**src/rtl/mem_lsu.sv**
```systemverilog
// rtl/mem_lsu.sv - load/store unit: alignment check, single-access bus master, load extraction
module mem_lsu (
  input  logic        clk,
  input  logic        rst,
  input  logic [7:0]  aluop_i,
  input  logic [31:0] mem_addr_i,
  input  logic [31:0] reg2_i,
  input  logic [4:0]  wd_i,
  input  logic        wreg_i,
  input  logic [31:0] wdata_i,
  input  logic        flush_i,
  output logic        bus_req_o,
  output logic        bus_we_o,
  output logic [31:0] bus_addr_o,
  output logic [3:0]  bus_sel_o,
  output logic [31:0] bus_wdata_o,
  input  logic [31:0] bus_rdata_i,
  input  logic        bus_ack_i,
  output logic [4:0]  wd_o,
  output logic        wreg_o,
  output logic [31:0] wdata_o,
  output logic        stallreq_o,
  output logic        adel_o,
  output logic        ades_o,
  output logic [31:0] badvaddr_o
);

  localparam logic [7:0] EXE_LB_OP  = 8'b1110_0000;
  localparam logic [7:0] EXE_LBU_OP = 8'b1110_0100;
  localparam logic [7:0] EXE_LH_OP  = 8'b1110_0001;
  localparam logic [7:0] EXE_LHU_OP = 8'b1110_0101;
  localparam logic [7:0] EXE_LW_OP  = 8'b1110_0011;
  localparam logic [7:0] EXE_SB_OP  = 8'b1110_1000;
  localparam logic [7:0] EXE_SH_OP  = 8'b1110_1001;
  localparam logic [7:0] EXE_SW_OP  = 8'b1110_1011;

  typedef enum logic [1:0] {
    S_IDLE = 2'd0,
    S_BUSY = 2'd1,
    S_DONE = 2'd2
  } state_t;

  state_t      r_state;
  state_t      w_next;
  logic [7:0]  r_op;
  logic [1:0]  r_off;
  logic        r_kill;
  logic [31:0] r_lbuf;
  logic        r_bus_req;
  logic        r_bus_we;
  logic [31:0] r_bus_addr;
  logic [3:0]  r_bus_sel;
  logic [31:0] r_bus_wdata;

  logic        w_is_load;
  logic        w_is_store;
  logic        w_misaligned;
  logic        w_issue;
  logic [3:0]  w_sel;
  logic [31:0] w_wdata;
  logic [7:0]  w_byte;
  logic [15:0] w_half;
  logic [31:0] w_load_val;
  logic        w_done_is_load;

  always_comb begin
    w_is_load    = 1'b0;
    w_is_store   = 1'b0;
    w_misaligned = 1'b0;
    w_sel        = 4'b0000;
    w_wdata      = reg2_i;
    case (aluop_i)
      EXE_LB_OP, EXE_LBU_OP: begin
        w_is_load = 1'b1;
        w_sel     = 4'b0001 << mem_addr_i[1:0];
      end
      EXE_LH_OP, EXE_LHU_OP: begin
        w_is_load    = 1'b1;
        w_sel        = mem_addr_i[1] ? 4'b1100 : 4'b0011;
        w_misaligned = mem_addr_i[0];
      end
      EXE_LW_OP: begin
        w_is_load    = 1'b1;
        w_sel        = 4'b1111;
        w_misaligned = |mem_addr_i[1:0];
      end
      EXE_SB_OP: begin
        w_is_store = 1'b1;
        w_sel      = 4'b0001 << mem_addr_i[1:0];
        w_wdata    = {4{reg2_i[7:0]}};
      end
      EXE_SH_OP: begin
        w_is_store   = 1'b1;
        w_sel        = mem_addr_i[1] ? 4'b1100 : 4'b0011;
        w_wdata      = {2{reg2_i[15:0]}};
        w_misaligned = mem_addr_i[0];
      end
      EXE_SW_OP: begin
        w_is_store   = 1'b1;
        w_sel        = 4'b1111;
        w_misaligned = |mem_addr_i[1:0];
      end
      default: ;
    endcase
  end

  // A flushed instruction in IDLE never reaches the bus.
  assign w_issue = (r_state == S_IDLE) && (w_is_load || w_is_store) &&
                   !w_misaligned && !flush_i && !rst;

  always_comb begin
    w_byte         = r_lbuf[{r_off, 3'b000} +: 8];
    w_half         = r_off[1] ? r_lbuf[31:16] : r_lbuf[15:0];
    w_done_is_load = 1'b1;
    case (r_op)
      EXE_LB_OP:  w_load_val = {{24{w_byte[7]}}, w_byte};
      EXE_LBU_OP: w_load_val = {24'd0, w_byte};
      EXE_LH_OP:  w_load_val = {{16{w_half[15]}}, w_half};
      EXE_LHU_OP: w_load_val = {16'd0, w_half};
      EXE_LW_OP:  w_load_val = r_lbuf;
      default: begin
        w_load_val     = r_lbuf;
        w_done_is_load = 1'b0;
      end
    endcase
  end

  always_comb begin
    w_next = r_state;
    case (r_state)
      S_IDLE:  if (w_issue) w_next = S_BUSY;
      S_BUSY:  if (bus_ack_i) w_next = S_DONE;
      S_DONE:  w_next = S_IDLE;
      default: w_next = S_IDLE;
    endcase
  end

  always_ff @(posedge clk) begin
    if (rst) begin
      r_state     <= S_IDLE;
      r_op        <= 8'd0;
      r_off       <= 2'd0;
      r_kill      <= 1'b0;
      r_lbuf      <= 32'd0;
      r_bus_req   <= 1'b0;
      r_bus_we    <= 1'b0;
      r_bus_addr  <= 32'd0;
      r_bus_sel   <= 4'd0;
      r_bus_wdata <= 32'd0;
    end else begin
      r_state <= w_next;
      case (r_state)
        S_IDLE: begin
          if (w_issue) begin
            r_bus_req   <= 1'b1;
            r_bus_we    <= w_is_store;
            r_bus_addr  <= {mem_addr_i[31:2], 2'b00};
            r_bus_sel   <= w_sel;
            r_bus_wdata <= w_wdata;
            r_op        <= aluop_i;
            r_off       <= mem_addr_i[1:0];
          end
        end
        S_BUSY: begin
          // The bus cannot be retracted; a flush only marks the result as dead.
          if (flush_i) r_kill <= 1'b1;
          if (bus_ack_i) begin
            r_bus_req <= 1'b0;
            r_bus_we  <= 1'b0;
            r_lbuf    <= bus_rdata_i;
          end
        end
        S_DONE:  r_kill <= 1'b0;
        default: ;
      endcase
    end
  end

  assign bus_req_o   = r_bus_req;
  assign bus_we_o    = r_bus_we;
  assign bus_addr_o  = r_bus_addr;
  assign bus_sel_o   = r_bus_sel;
  assign bus_wdata_o = r_bus_wdata;

  always_comb begin
    wd_o       = 5'd0;
    wreg_o     = 1'b0;
    wdata_o    = 32'd0;
    stallreq_o = 1'b0;
    adel_o     = 1'b0;
    ades_o     = 1'b0;
    badvaddr_o = 32'd0;
    if (!rst) begin
      case (r_state)
        S_IDLE: begin
          wd_o    = wd_i;
          wdata_o = wdata_i;
          if (w_is_load || w_is_store) begin
            if (w_misaligned) begin
              adel_o     = w_is_load;
              ades_o     = w_is_store;
              badvaddr_o = mem_addr_i;
            end else begin
              stallreq_o = w_issue;
            end
          end else begin
            wreg_o = wreg_i && !flush_i;
          end
        end
        S_BUSY: begin
          wd_o       = wd_i;
          stallreq_o = 1'b1;
        end
        S_DONE: begin
          wd_o    = wd_i;
          wdata_o = w_load_val;
          wreg_o  = wreg_i && w_done_is_load && !r_kill && !flush_i;
        end
        default: ;
      endcase
    end
  end

endmodule

```
**config.mk**
```make
export PLATFORM = sky130hd
export DESIGN_NAME = mem_lsu
export DESIGN_NICKNAME = d
export VERILOG_FILES = /design/src/rtl/mem_lsu.sv
export SDC_FILE = /design/constraint.sdc
export NUM_CORES = 1
export LEC_CHECK = 0
export BUFFER_PORTS_ARGS = -buffer_cell sky130_fd_sc_hd__buf_2
export CORE_AREA = 2 2 128 118
export CTS_CLUSTER_DIAMETER = 100
export CTS_CLUSTER_SIZE = 8
export DETAILED_ROUTE_END_ITERATION = 7
export DIE_AREA = 0 0 130 120
export GPL_TIMING_DRIVEN = 0
export PLACE_DENSITY_LB_ADDON = 0.3
export SLEW_MARGIN = 5
export SYNTH_ARGS = -nofsm -noshare
export SYNTH_HDL_FRONTEND = slang
export SYNTH_SLANG_ARGS = --single-unit
```
**constraint.sdc**
```tcl
create_clock -name clk -period 1.7 [get_ports clk]
set_input_delay 0.34 -clock clk [delete_from_list [all_inputs] [get_ports clk]]
set_output_delay 0.34 -clock clk [all_outputs]
set_load 0.02 [all_outputs]
```
* Word level (Yosys, flattened, before mapping)
Cells that the tools add are included.
Storage, ports and cells: logic and storage cells 101, flip-flop bits (word level) 113
Cells by class: reductions and logical operators 29, shift-type cells 2, muxes and demuxes 42, equal/unequal tests 18
Operators by type and width (count):
- $mux W32 | 5
- $pmux W32 S2 | 2
- $pmux W32 S4 | 1
- $eq A8 B8 Y1 const B | 13
- $shiftx A32 B6 Y8 | 1
- $mux W1 | 20
- $mux W16 | 1
- $pmux W1 S2 | 6
- $pmux W4 S3 | 1
- $reduce_or A3 Y1 | 4
- $mux W5 | 2
- $reduce_or A5 Y1 | 2
- $logic_and A1 B1 Y1 | 8
- $reduce_and A2 Y1 | 4
- $ne A2 B2 Y1 const B | 3
- $logic_not A1 Y1 | 4
- $mux W2 | 2
- $mux W4 | 1
- $pmux W2 S2 | 1
- $reduce_bool A2 Y1 | 2
- $reduce_or A2 Y1 | 2
- $shl A1 B2 Y4 const A | 1
- $reduce_and A3 Y1 | 1
- $eq A2 B1 Y1 const B | 1
- 3 further kinds | 3

* Depth between registers and ports, before layout
depth in word-level cells 12, depth in mapped cells 7, mapped depth without buffers 4

* Least setup slack after synthesis
Ideal clock, no wire load.
kind input-to-output, start in rst, end out adel_o, arrival time 2.121 ns, data required time 1.360 ns, path buffers 1, setup slack -0.761 ns, stages on the path 5, path through buf_2 > nor3_2 > nand2_1 > or2_1 > a2111oi_0
Between the ends: cells in the longest elaborated chain, start to end 1
RTL lines:
- start: declaration | line 4 | input logic rst,
- $mux W1 | line 193 | if (!rst) begin
- end: declaration | line 23 | output logic adel_o,
Every way passes these cells.

* Worst setup path after layout
start reg r_off[0], end out wdata_o[18]
Between the ends: cells in the longest elaborated chain, start to end 4
RTL lines:
- start: declaration | line 46 | logic [1:0] r_off;
- start signal: assignment | line 161 | r_off <= mem_addr_i[1:0];
- $shiftx A32 B6 Y8 | line 112 | w_byte = r_lbuf[{r_off, 3'b000} +: 8];
- $pmux W32 S4 | line 115 | case (r_op)
- $pmux W32 S2 | line 194 | case (r_state)
- $mux W32 | line 193
- end: declaration | line 21 | output logic [31:0] wdata_o,
Every way passes these cells.

==> parameters.txt <==
Parameter                              Value

Run status
  Status    complete, but fails checks
  Violated checks    negative setup slack

Finish
  Fill cell instance count of the final layout    1033
  Area taken by flip-flops and latches    0.002278 mm²
  Multi-input gate area in the final layout    0.004178 mm²
  Post-Layout Cell Count    1330
  Layout cells sized above 1    54.42%
  Final instance area    0.01057 mm²
  Finished Core Util    73.68%
  Final layout net count    1263
  Area growth, synth to finish    79.67%

Flow run
  Max-cap violations    0

Die
  # IOs    289
  Number of placement rows    42
  CORE AREA    0.01435 mm²
  Area of the die    0.01560 mm²
  Die H    120 µm
  Initial core utilization    41.01%
  Die Wd    130 µm

Synthesis
  Most instantiated cells after synthesis    dfxtp_1, nand2_1, a21oi_1
  Top cell type's share of synthesized area    38.45%
  Synth Flop Type    dfxtp_1
  Number of storage elements in the synthesis netlist    113
  Dominant cells by area after synthesis    dfxtp_1, a21oi_1, nand2_1
  Number of cells produced by synthesis    758
  Leading area contributor after synthesis    dfxtp_1
  Netlist Area Pre-Place    0.005883 mm²
  Sequential fraction of the synthesis area    38.45%
  Syn Area/Cell    7.761 µm²
  Number of enable flip-flop cells after synthesis    0
  Count of different cell masters after synthesis    57
  Most frequent cell after synthesis    dfxtp_1
  Synthesis Warnings    0
  Async SR Flop Fraction    0%

Timing
  Final worst setup slack    -650.7 ps
  Maximum clock skew at final layout    8.013 ps
  Fmax    425.4 MHz
  Max-slew violation total from the final report    0
  Period utilization    138.3%
  Count of endpoints failing hold in the final timing report    0
  Normalized max-slew margin    48.21%
  Final critical-path required period    2351 ps
  Slew at the pin closest to its max-slew limit    776.9 ps
  RSZ-0062 raised after global routing    yes
  Final setup violation count    147

GRT
  Pin count of the biggest net entering global routing    17
  Vias in the first global route    7092
  First-pass GRT wire length    36.88 mm
  Congestion Overflow GR    0
  Total Routing Usage GR    30.72%
  Initial antenna violation count    2

Routing
  Drt wl/cell    20.13 µm
  First-iteration detailed-routing DRC count    590
  DRC viols    0
  Number of iterations in the first detailed-routing pass    5
  Via Count    7594
  Detail-routed via count per cell    5.710
  Routed Wire Length    26.77 mm
  ANT nets after route    0

Clock tree
  Number of buffers inserted by hold repair at cts    0
  Clock insertion delay at the later pin of the skew report    420 ps
  Longest Clk Path Bufs    2
  TritonCTS clock tree    done
  Level count of the clock H-tree    4
  Clock transition at the registers of the reported paths    60 ps
  Clock tree root buffer cell    clkbuf_16
  Total CTS buffers    17
  Total clock sinks    113

Worst setup path
  Critical path depth in cells    6
  Arrival time at the worst endpoint    2010 ps
  Buffers plus inverters on the worst setup path    2
  Worst-case reg-to-reg path depth    9
  RR Startpoint    r_state[0]$_SDFFE_PP0P_
  Required time at the worst-slack endpoint    1360 ps
  Longest individual stage delay on the worst path    540 ps
  Capturing point of the worst reg2reg path    r_op[2]$_SDFFE_PP0P_
  Category of the worst setup path launch point    flop
  Internal reg-to-reg setup slack    -250 ps
  CP delay by family, top    multiplexers
  CP Class    flop to output pin
  Critical path's slowest cell    mux4_2
  Crit-path cells    mux4_2 -> nand2_4 -> a31o_4 -> buf_8 -> o21ai_4 -> buf_6
  Largest driver fanout on the critical path    5
  CP endpoint kind    output pin

Power and ir drop
  Total power consumption of the routed design    7257 µW
  Power density cells    686.6 mW/mm²
  LEAKAGE    0.004402 µW
  Highest ir drop seen on vdd    0.7121 mV

Hold path
  Hold-critical path endpoint    r_lbuf[27]$_SDFFE_PP0P_
  Hold_sp    bus_rdata_i[27]
  HP Class    input pin to flop
  Hold Path Stages    3

Placed design
  Buffers on Ports    283
  Placed insts    1240
  Post-detailed-placement cell area    0.008089 mm²
  GP Congestion    0.9743
  DPL Wire Length    16.85 mm
worst reg2reg max path, cell delays in order (launching register included):
cell and delay (ps):
dfxtp_4 360, buf_6 120, nor4_4 270, and4_1 240, buf_6 120, buf_4 140
clkbuf_16 150, buf_8 140, nand3_2 100, a21oi_2 230
cell usage in the layout (no fill, tap or decap), drive strengths merged, types with 2 or more instances in the layout:
master | synthesis | final
o2111a | 3 | 3
a41oi | 2 | 2
a211oi | 21 | 21
diode | 0 | 2
inv | 5 | 7
o211ai | 5 | 5
a221o | 5 | 5
conb | 1 | 2
or2 | 2 | 2
nor2 | 25 | 25
nand2 | 107 | 107
o21a | 4 | 4
nor3 | 7 | 7
mux2 | 17 | 17
a21oi | 102 | 102
a31oi | 2 | 2
nor4 | 4 | 4
and2 | 38 | 38
clkbuf | 43 | 69
mux2i | 24 | 24
and3 | 9 | 9
nand3 | 50 | 50
bufinv | 0 | 3
o311ai | 9 | 9
dfxtp | 113 | 113
buf | 29 | 361
nor2b | 7 | 7
a2111oi | 4 | 4
nand4 | 3 | 3
clkinv | 0 | 3
clkinvlp | 0 | 5
nor3b | 3 | 3
nand2b | 9 | 9
o21ai | 87 | 87
nand3b | 5 | 5
how the worst max path moves through the flow:
stage / start / end / slack (ps)
6_report: r_off[0]$_SDFFE_PP0P_ / wdata_o[18] / -650
4_1_cts: r_off[0]$_SDFFE_PP0P_ / wdata_o[17] / -600
5_1_grt: r_off[0]$_SDFFE_PP0P_ / wdata_o[18] / -700
2_1_floorplan: aluop_i[4] / stallreq_o / -90
3_3_place_gp: aluop_i[4] / badvaddr_o[21] / -560
3_5_place_dp: aluop_i[4] / badvaddr_o[21] / -550
power by group:
part,internal [µW],total [µW],leakage [µW],switching (µW)
registers,2650,2660,0.000914,5.57
clock network,2340,3680,0.000282,1340
logic,390,917,0.00321,527
total,5380,7260,0.00440,1880
state kept, by name, summed over array words and instances (netlist names):
signal,flops
bus_req_o,1
bus_we_o,1
bus_addr_o,30
r_off,2
bus_wdata_o,32
r_op,8
r_lbuf,32
bus_sel_o,4
r_kill,1
r_state,2
stage by stage:
stage / TNS (ps) / worst slack (ps) / hold WS, ps
global route: -59050 / -698.8 / 150.0
detailed placement: -63950 / -551.7 / 455.4
global placement: -62920 / -555.6 / 438.8
CTS: -35210 / -595.2 / 152.1
finish: -50140 / -650.7 / 157.5
floorplan: -2240 / -86.29 / 431.1
logic make-up after synthesis:
kind of cell / share of synthesized area [%]
flip-flops: 38.45
AO/OA/AOI/OAI: 24.59
AND/OR/NAND/NOR: 23.56
buffers and inverters: 5.614
multiplexers: 7.720
other: 0.06374
final cells by class:
type | instances | share of cell area (%)
well taps | 198 | 2.344
inverters | 5 | 0.1776
diodes | 2 | 0.04735
flip-flops and latches | 113 | 21.56
plain buffers | 68 | 6.167
repair buffers | 343 | 24.48
clock inverters | 13 | 1.515
clock buffers | 19 | 4.190
multi-input cells | 569 | 39.52
layer usage:
layer | up-vias | share of wire [%] | track usage [%] | routed length, µm
met5 | - | 0 | 0 | 0
met4 | 0 | 2.9 | 11.76 | 786
met3 | 69 | 9.6 | 7.713 | 2557
met2 | 465 | 48 | 49.97 | 12870
met1 | 3617 | 39 | 39.04 | 10560
li1 | 3443 | - | - | -
what timing repair did:
item / in CTS / in global routing
pin swaps: 49 / 87
resized for setup: 248 / 119
setup buffers: 30 / 15
gates cloned: 9 / 9
endpoints found under the setup margin: 182 / 179
Note: power is estimated with default switching activity, not from simulation.
